`src/rtl/joypad_poller.sv`:
```
// rtl/joypad_poller.sv - scheduled poller for two NES 4021 serial gamepads.
// Optional JOYPAD_DEBOUNCE_EN: publish a pad only after two identical consecutive polls.

module joypad_poller #(
  parameter int LATCH_CYCLES = 12,
  parameter int HALF_CYCLES  = 6
) (
  input  logic       clk_nes,
  input  logic       rst_nes,
  input  logic       poll_trigger,
  input  logic [1:0] pad_data,
  output logic       pad_latch,
  output logic [1:0] pad_clk,
  output logic [7:0] buttons_0,
  output logic [7:0] buttons_1,
  output logic       buttons_valid,
  output logic       busy
);

  localparam int MAX_CYCLES = (LATCH_CYCLES > HALF_CYCLES) ? LATCH_CYCLES : HALF_CYCLES;
  localparam int PW = $clog2(MAX_CYCLES + 1);
  localparam logic [PW-1:0] LATCH_LOAD = PW'(LATCH_CYCLES - 1);
  localparam logic [PW-1:0] HALF_LOAD  = PW'(HALF_CYCLES - 1);

  typedef enum logic [2:0] {IDLE, LATCH, CLK_LO, CLK_HI, DONE} state_t;

  state_t        state;
  logic [PW-1:0] phase;
  logic [2:0]    index;
  logic          pending;
  logic [1:0]    pad_meta;
  logic [1:0]    pad_sync;
  logic [7:0]    shift_0;
  logic [7:0]    shift_1;
  logic [7:0]    next_0;
  logic [7:0]    next_1;
  logic          publish_pulse;
  logic          finish_scan;

  // Last cycle of the 8th high phase: shift registers are complete here.
  assign finish_scan = (state == CLK_HI) && (phase == '0) && (index == 3'd7);

`ifdef JOYPAD_DEBOUNCE_EN
  logic [7:0] hist_0;
  logic [7:0] hist_1;

  always_comb begin
    next_0        = (shift_0 == hist_0) ? shift_0 : buttons_0;
    next_1        = (shift_1 == hist_1) ? shift_1 : buttons_1;
    publish_pulse = (next_0 != buttons_0) || (next_1 != buttons_1);
  end

  always_ff @(posedge clk_nes) begin
    if (rst_nes) begin
      hist_0 <= 8'h00;
      hist_1 <= 8'h00;
    end else if (finish_scan) begin
      hist_0 <= shift_0;
      hist_1 <= shift_1;
    end
  end
`else
  always_comb begin
    next_0        = shift_0;
    next_1        = shift_1;
    publish_pulse = 1'b1;
  end
`endif

  // Pins idle high, so the synchronizer resets to the released level.
  always_ff @(posedge clk_nes) begin
    if (rst_nes) begin
      pad_meta <= 2'b11;
      pad_sync <= 2'b11;
    end else begin
      pad_meta <= pad_data;
      pad_sync <= pad_meta;
    end
  end

  always_ff @(posedge clk_nes) begin
    if (rst_nes) begin
      state         <= IDLE;
      phase         <= '0;
      index         <= 3'd0;
      pending       <= 1'b0;
      shift_0       <= 8'h00;
      shift_1       <= 8'h00;
      pad_latch     <= 1'b0;
      pad_clk       <= 2'b00;
      buttons_0     <= 8'h00;
      buttons_1     <= 8'h00;
      buttons_valid <= 1'b0;
      busy          <= 1'b0;
    end else begin
      buttons_valid <= 1'b0;
      if (poll_trigger && state != IDLE) begin
        pending <= 1'b1;
      end
      case (state)
        IDLE: begin
          if (poll_trigger || pending) begin
            pending   <= 1'b0;
            state     <= LATCH;
            phase     <= LATCH_LOAD;
            pad_latch <= 1'b1;
            busy      <= 1'b1;
          end
        end
        LATCH: begin
          if (phase == '0) begin
            state     <= CLK_LO;
            phase     <= HALF_LOAD;
            index     <= 3'd0;
            pad_latch <= 1'b0;
          end else begin
            phase <= phase - 1'b1;
          end
        end
        CLK_LO: begin
          if (phase == '0) begin
            shift_0[index] <= ~pad_sync[0];
            shift_1[index] <= ~pad_sync[1];
            state          <= CLK_HI;
            phase          <= HALF_LOAD;
            pad_clk        <= 2'b11;
          end else begin
            phase <= phase - 1'b1;
          end
        end
        CLK_HI: begin
          if (phase == '0) begin
            pad_clk <= 2'b00;
            if (index == 3'd7) begin
              // Outputs are registered, so the result is published on DONE entry.
              state         <= DONE;
              buttons_0     <= next_0;
              buttons_1     <= next_1;
              buttons_valid <= publish_pulse;
            end else begin
              index <= index + 1'b1;
              state <= CLK_LO;
              phase <= HALF_LOAD;
            end
          end else begin
            phase <= phase - 1'b1;
          end
        end
        DONE: begin
          // A queued request starts straight away so no idle cycle is inserted.
          if (poll_trigger || pending) begin
            pending   <= 1'b0;
            state     <= LATCH;
            phase     <= LATCH_LOAD;
            pad_latch <= 1'b1;
          end else begin
            state <= IDLE;
            busy  <= 1'b0;
          end
        end
        default: begin
          state <= IDLE;
          busy  <= 1'b0;
        end
      endcase
    end
  end

endmodule
```
`config.mk`:
```
export PLATFORM = sky130hd
export DESIGN_NAME = joypad_poller
export DESIGN_NICKNAME = d
export VERILOG_FILES = /design/src/rtl/joypad_poller.sv
export SDC_FILE = /design/constraint.sdc
export NUM_CORES = 1
export LEC_CHECK = 0
export ABC_AREA = 1
export BUFFER_PORTS_ARGS = -buffer_cell sky130_fd_sc_hd__buf_2
export CORE_MARGIN = 10
export CORE_UTILIZATION = 40
export DETAILED_ROUTE_END_ITERATION = 8
export HOLD_SLACK_MARGIN = 0.06
export MAX_ROUTING_LAYER = met4
export PLACE_DENSITY = 0.64
export SYNTH_ARGS = -nofsm -noshare
export SYNTH_HDL_FRONTEND = slang
export SYNTH_SLANG_ARGS = --single-unit
```
`constraint.sdc`:
```
create_clock -name clk_nes -period 1.75 [get_ports clk_nes]
set_input_delay 0.35 -clock clk_nes [delete_from_list [all_inputs] [get_ports clk_nes]]
set_output_delay 0.35 -clock clk_nes [all_outputs]
set_load 0.05 [all_outputs]
```
==> results of run 1 <==
final timing paths:
check | start | end | slack [ps] | cells after the start
setup / recovery | index[1] | buttons_0[2] | 250 | 7
hold / removal | pad_data[0] | pad_meta[0] | 230 | 2
setup reg to reg | index[1] | buttons_0[2] | 250 | 7
hold reg to reg | pad_meta[1] | pad_sync[1] | 410 | 1
critical path, cell delays in order, from the launching register on:
cell     delay [ps]
dfxtp_2         380
ha_1            190
ha_1            170
nand4_1         220
nor2_4          190
buf_12          150
nor2_1           50
nor2_1           90
final cells by class:
type	instances	share of cell area, %
Clock buffer	5	2.72
Clock inverter	2	0.545
Inverter	34	5.05
Multi-Input combinational cell	213	40.0
Sequential cell	51	40.4
Tap cell	72	3.56
Timing Repair Buffer	31	7.72
cell usage after synthesis:
cell       n
a21oi_1   11
inv_2      1
or2_2      4
nor2_1    82
nand4_1    6
ha_1       3
buf_4      3
nand2_4    1
buf_6      1
nor2_4     3
nand3_4    4
nand3_1   15
nand2_1   55
nor3_1     2
inv_1     33
buf_2      1
nor4_1     1
clkbuf_1   3
clkbuf_2   2
clkbuf_8   1
o21ai_0   26
dfxtp_1   51
buf_12     1
power breakdown:
group / total (mW) / leakage [nW] / internal (mW) / switching (mW)
Sequential: 1.43 / 0.414 / 1.29 / 0.141
Clock: 0.655 / 0.0440 / 0.274 / 0.381
Combinational: 1.04 / 0.704 / 0.320 / 0.722
Total: 3.12 / 1.16 / 1.88 / 1.24
cell usage in the layout, fill, tap and decap left out:
cell,instances
nor3_1,2
dfxtp_2,1
clkbuf_8,5
nor2_4,3
dfxtp_1,50
buf_12,2
buf_2,25
o21ai_2,1
inv_1,33
nor2_1,82
nand3_1,15
clkinv_4,1
a21oi_1,11
nand3_4,4
nor4_1,1
or2_2,4
ha_1,3
buf_4,4
clkinv_2,1
nand4_1,6
inv_2,1
nand2_4,1
nand2_1,55
o21ai_0,25
per-layer routing:
metal  routed length (µm)  vias to the layer above  track usage (%)
li1                     -                     1015                -
met3                  235                        6             3.25
met5                    0                        -                -
met1                 2090                      823             12.8
met4                   73                        0             4.61
met2                 2000                       37             17.4
repair_timing:
item | 4_1_cts | 5_1_grt
setup endpoints to repair | 0 | 3
gates resized for setup | 0 | 3
hold endpoints to repair | 0 | 0
cell families (layout without fill, tap and decap cells):
kind of cell	count (synthesis)	count (layout)	share of synthesized area, %
fa+ha+maj	3	3	1.67
simple gates	173	173	34.8
compound gates	37	37	8.24
buf+inv	46	72	9.85
flops	51	51	45.4
sequential cells by signal, summed over array words and instances, names as in the netlist:
signal	cells
pending	1
index	3
pad_latch	1
pad_clk	1
phase	4
next_1	8
buttons_valid	1
buttons_0	8
buttons_1	8
busy	1
state	3
pad_meta	2
pad_sync	2
next_0	8
per-stage QoR:
step | utilization, % | cell area [µm²] | power, mW | instances | setup WS [ps]
floorplan | - | 2250 | 2.28 | 310 | 322
global placement | 44.6 | 2440 | 2.47 | 401 | 205
detailed placement | 44.6 | 2440 | 2.47 | 401 | 134
CTS | 46.1 | 2520 | 3.13 | 408 | 108
global route | 46.2 | 2530 | 3.36 | 408 | 97.0
finish | 46.2 | 2530 | 3.12 | 408 | 253
==> key figures, run 1 <==
Run status
  – Status: completed

Layout
  – Area growth from synthesis to layout: 12.4%
  – Nets@finish: around 340
  – Fillers: 580
  – Reg area: approximately 1000 µm²
  – Multi-input gate area: approximately 1000 µm²
  – N_diodes: 0
  – Fraction of final layout cells sized beyond drive strength 1: between 10% and 20%

Setup path
  – Crit path max fanout: 16
  – Crit path DAT: 1750 ps
  – Crit end category: flip-flop
  – Worst EP required: 2000 ps
  – Worst Setup Start Kind: flip-flop
  – Setup Crit Path Kind: reg2reg

GRT
  – Number of global-route vias before repair: 1730
  – Largest net degree at the start of global routing: 28
  – Initial antenna violation count: 0
  – First-pass GRT wire length: about 7.9 mm
  – Total Routing Usage GR: between 10 and 15%
  – GRT overflow: 0

STA
  – Hold WS: 232 ps
  – Relative slew slack: around 76%
  – Worst Skew: between 15 and 20 ps
  – Final Critical Period: 1500 ps
  – Fin crit share: between 80% and 90%
  – Final Setup Violations: 0
  – FMAX: between 600 and 700 MHz
  – Tightest Pin Transition: ~360 ps
  – RSZ-0062 raised after global routing: no
  – Hold Fails Final Rpt: 0
  – Slew Viols, Final: 0
  – Setup tns final: 0 ps

Die
  – CORE AREA: ~5500 µm²
  – Full die area: 9020 µm²
  – Die span in x: around 95 µm
  – Ports: 26
  – Row count: 27
  – Die H: about 95 µm
  – Starting density of the core: roughly two fifths

Clock network
  – CTS Buf Count: 5
  – Hold buffers post-CTS: 0
  – Post-CTS Setup Inserts: 0
  – Longest Clk Path Bufs: 2
  – Clock Root Buffer: clkbuf_8
  – H-tree depth: 2
  – Sink Count: between 50 and 60
  – TritonCTS clock tree: done
  – Worst-Skew Late Latency: 310 ps
  – Worst-path clk slew: roughly 90 ps

Yosys
  – Mapped cell area: between 2000 and 2500 µm²
  – Ys Warns: 0
  – Post-synth top area share: 45.4%
  – Sequential fraction of the synthesis area: roughly 45%
  – Net Count, Synth: between 300 and 400
  – Synthesized netlist cell count: 310
  – Leading area contributor after synthesis: dfxtp_1
  – Largest cells by area after synthesis: dfxtp_1 (45%), nor2_1 (14%), nand2_1 (9.2%)
  – Library cells used by synthesis: 23
  – Yosys reg bits: 51
  – Syn_area_per_cell: a little over 7 µm²

Detailed routing
  – Via count: approximately 1900
  – Pre-antenna DRT Iters: 4
  – DRT iter0 DRCs: 60
  – Drt drc: 0
  – Routed WL per cell: around 11 µm
  – Number of routed nets with antenna violations: 0
  – Vias per Instance: approximately 4.6
  – DRT Wirelength: roughly 4.4 mm

Run
  – Max_cap viols: 0

Power and ir drop
  – Worst IR drop on VDD: 0.754 mV
  – P per Cell Area: about 1200 nW/µm²
  – Leakage: roughly 1.2 nW

Min path
  – HP Class: in2reg

Placed design
  – I/O Buffers: 25
  – Hpwl dp: approximately 3.1 mm
  – GP Congestion: ~0.87
Note: power is estimated with default switching activity, not from simulation.
==> run 2, diff against run 1 <==
ABC_AREA = 0   (was 1)
PLACE_DENSITY = 0.65   (was 0.64)
==> run 2 against run 1 <==
Non-clock buffer count up 9. Count of clock-buffer cells in the layout unchanged. Routed wire length shrank 1.9%. Clock power is 3% higher. Synthesized cell count decreased by 26%. Setup slack lost 180 ps. Total power fell by 23%. Maximum frequency is 11% lower. Critical path type unchanged. Critical endpoint is now next_1[5].
==> key figures, run 2 <==
Run status
  – Status: completed

STA
  – Slew Viols, Final: 0 (unchanged)
  – Final Critical Period: 1680 ps (+179 ps)
  – Relative slew slack: 74.3% (-1.3 points)
  – Worst Skew: 2.41 ps (-14.5 ps)
  – Fin crit share: 95.8% (+10 points)
  – Hold Fails Final Rpt: 0 (unchanged)
  – Tightest Pin Transition: 382 ps (+17.8 ps)
  – FMAX: 596 MHz (-11%)
  – Setup WS post-layout: 73.5 ps (-179 ps)
  – Final Setup Violations: 0 (unchanged)

GRT
  – Total Routing Usage GR: 10.8% (-0.19 points)
  – GRT overflow: 0 (unchanged)
  – First-pass GRT wire length: 7.58 mm (-4.2%)
  – Initial antenna violation count: 0 (unchanged)
  – Number of global-route vias before repair: 1612 (-6.8%)
  – Largest net degree at the start of global routing: 35 (+25%)

Setup path
  – CP bufs+invs: 1 (unchanged)
  – CP top delay family: simple AND/OR/NAND/NOR gates
  – Worst Setup Start Kind: flip-flop
  – Reg2Reg Depth: 5 (-2)
  – Setup Crit Path Kind: reg2reg
  – Critical register-to-register path endpoint: next_1[5]
  – Worst EP required: 1960 ps (-40 ps)
  – Crit path max fanout: 12 (-4)
  – Max incr delay on CP: 610 ps (+230 ps)
  – Crit path DAT: 1890 ps (+140 ps)
  – R2R Setup Slk: 70 ps (-180 ps)
  – Slowest stage cell, crit path: or4_4
  – Worst r2r src: phase[3]
  – Crit end category: flip-flop
  – Critical-path cell list: or4_4 -> nor3_4 -> buf_12 -> a21oi_1 -> a211oi_1

Layout
  – Post-route cell area: 2440 µm² (-3.6%)
  – N_diodes: 0 (unchanged)
  – Highest-count cells in the layout ignoring fill and taps: dfxtp_1 (47), nand2_1 (38), a21oi_1 (34)
  – Util after Layout: 48.0% (+1.8 points)
  – Area growth from synthesis to layout: 17.2%
  – Nets@finish: 266 (-23%)
  – Finished Layout Cells: 329 (-19%)
  – Fraction of final layout cells sized beyond drive strength 1: 25.5% (+9.7 points)
  – Most common cell after layout, fill and taps aside: dfxtp_1

Detailed routing
  – Vias per Instance: 5.10 (+11%)
  – Pre-antenna DRT Iters: 4 (unchanged)
  – Routed WL per cell: 13.1 µm (+22%)
  – Number of routed nets with antenna violations: 0 (unchanged)
  – DRT iter0 DRCs: 104 (+73%)
  – DRT Wirelength: 4.32 mm (-1.9%)
  – Drt drc: 0 (unchanged)
  – Via count: 1678 (-11%)

Yosys
  – Commonest cells in the netlist: dfxtp_1 (51), nand2_1 (38), a21oi_1 (34)
  – EDFF count, synth: 0 (unchanged)
  – Post-synth top area share: 49.1% (+3.7 points)
  – Synthesized netlist cell count: 230 (-26%)
  – Mapped cell area: 2080 µm² (-7.5%)
  – Sequential fraction of the synthesis area: 49.1% (+3.7 points)
  – Net Count, Synth: 238 (-25%)
  – Library cells used by synthesis: 41 (+78%)
  – Syn_area_per_cell: 9.04 µm² (+25%)
  – Ys Warns: 0 (unchanged)
  – Most frequent cell after synthesis: dfxtp_1
  – Leading area contributor after synthesis: dfxtp_1
  – Primary FF master, synth: dfxtp_1
  – Post-synth ARST share: 0% (unchanged)
  – Yosys reg bits: 51 (unchanged)
  – Largest cells by area after synthesis: dfxtp_1 (49%), a21oi_1 (8.2%), nand2_1 (6.9%)

Clock network
  – Sink Count: 51 (unchanged)
  – H-tree depth: 2 (unchanged)
  – TritonCTS clock tree: done
  – Worst-path clk slew: 90 ps (about the same)
  – Worst-Skew Late Latency: 300 ps (about the same)
  – Clock Root Buffer: clkbuf_8
  – Longest Clk Path Bufs: 2 (unchanged)
  – CTS Buf Count: 5 (unchanged)
  – Hold buffers post-CTS: 0 (unchanged)

Placed design
  – I/O Buffers: 25 (unchanged)
  – Placed cells: 321 (-20%)
  – Post-DP Area: 2340 µm² (-4.3%)
  – GP Congestion: 0.864 (-0.60%)
  – Post-Place Worst Slack: 61.5 ps (-72.5 ps)
  – Hpwl dp: 3.10 mm (-1.3%)

Die
  – Die span in x: 92.1 µm (-3.0%)
  – CORE AREA: 5070 µm² (-7.3%)
  – Starting density of the core: 41.0% (-0.11 points)
  – Ports: 26 (unchanged)
  – Die H: 92.1 µm (-3.0%)
  – Full die area: 8480 µm² (-6.0%)
  – Row count: 26 (-3.7%)

Min path
  – Hold Crit Endpoint: pad_meta[0]
  – Hold wc startpoint: pad_data[0]
  – HP Class: in2reg
  – Hold depth: 2 (unchanged)

Power and ir drop
  – Pwr Total: 2.41 mW (-23%)
  – P per Cell Area: 989 nW/µm² (-20%)
  – Leakage: 0.913 nW (-21%)
  – Worst IR drop on VDD: 0.527 mV (-30%)

Run
  – Max_cap viols: 0 (unchanged)
-- run 2: worst max-delay path by stage --
stage	start	to	slack (ps)	depth (start not counted)
2_1_floorplan	phase[0]	index[1]	20	6
3_3_place_gp	phase[3]	index[1]	100	4
3_5_place_dp	phase[3]	index[1]	60	4
4_1_cts	phase[3]	index[1]	40	4
5_1_grt	phase[3]	next_0[1]	-0.6	5
6_report	phase[3]	next_1[5]	70	5
-- run 2: cells by family (layout without fill, tap and decap cells) --
family	Yosys count	in the layout	synth area share (%)
multiplexers	2	2	0.963
AND/OR/NAND/NOR	85	85	21.9
adder cells (fa/ha/maj)	4	4	2.29
flip-flops	51	51	49.1
AO/OA/AOI/OAI	67	67	20.3
buffers and inverters	21	50	5.48
-- run 2: repair_timing --
action / 4_1_cts / 5_1_grt
hold endpoints to repair: 0 / 0
setup endpoints to repair: 0 / 14
setup buffers: 0 / 0
resized for setup: 0 / 7
-- run 2: metrics by stage --
step           setup TNS [ps]  hold slack [ps]
3_3_place_gp                0              391
5_1_grt                -0.602              231
4_1_cts                     0              222
6_report                    0              229
2_1_floorplan               0              389
3_5_place_dp                0              396
-- run 2: report_power, final --
group / internal (mW) / switching [mW]
clock: 0.282 / 0.391
combinational: 0.192 / 0.265
sequential: 1.21 / 0.0671
total: 1.69 / 0.723
-- run 2: worst register-to-register path: cells and delay by family, from the launching register on --
kind / cells / cell delay, ps
compound gates: 2 / 280
buf+inv: 1 / 160
flops: 1 / 350
simple gates: 2 / 810
-- run 2: layout make-up --
type / count / area, µm²
Multi-Input combinational cell: 158 / 953
Timing Repair Buffer: 40 / 275
Inverter: 2 / 7.51
Clock buffer: 5 / 68.8
Clock inverter: 3 / 18.8
Tap cell: 70 / 87.6
Fill cell: 510 / 2640
Sequential cell: 51 / 1030
-- run 2: metal layers --
layer  track usage [%]  vias up  share of wire, %
met4              3.47        0               1.5
met2              16.9       22                48
met5                 -        -                 0
met1              13.4      772                47
met3              2.77        5               3.3
li1                  -      879                 -
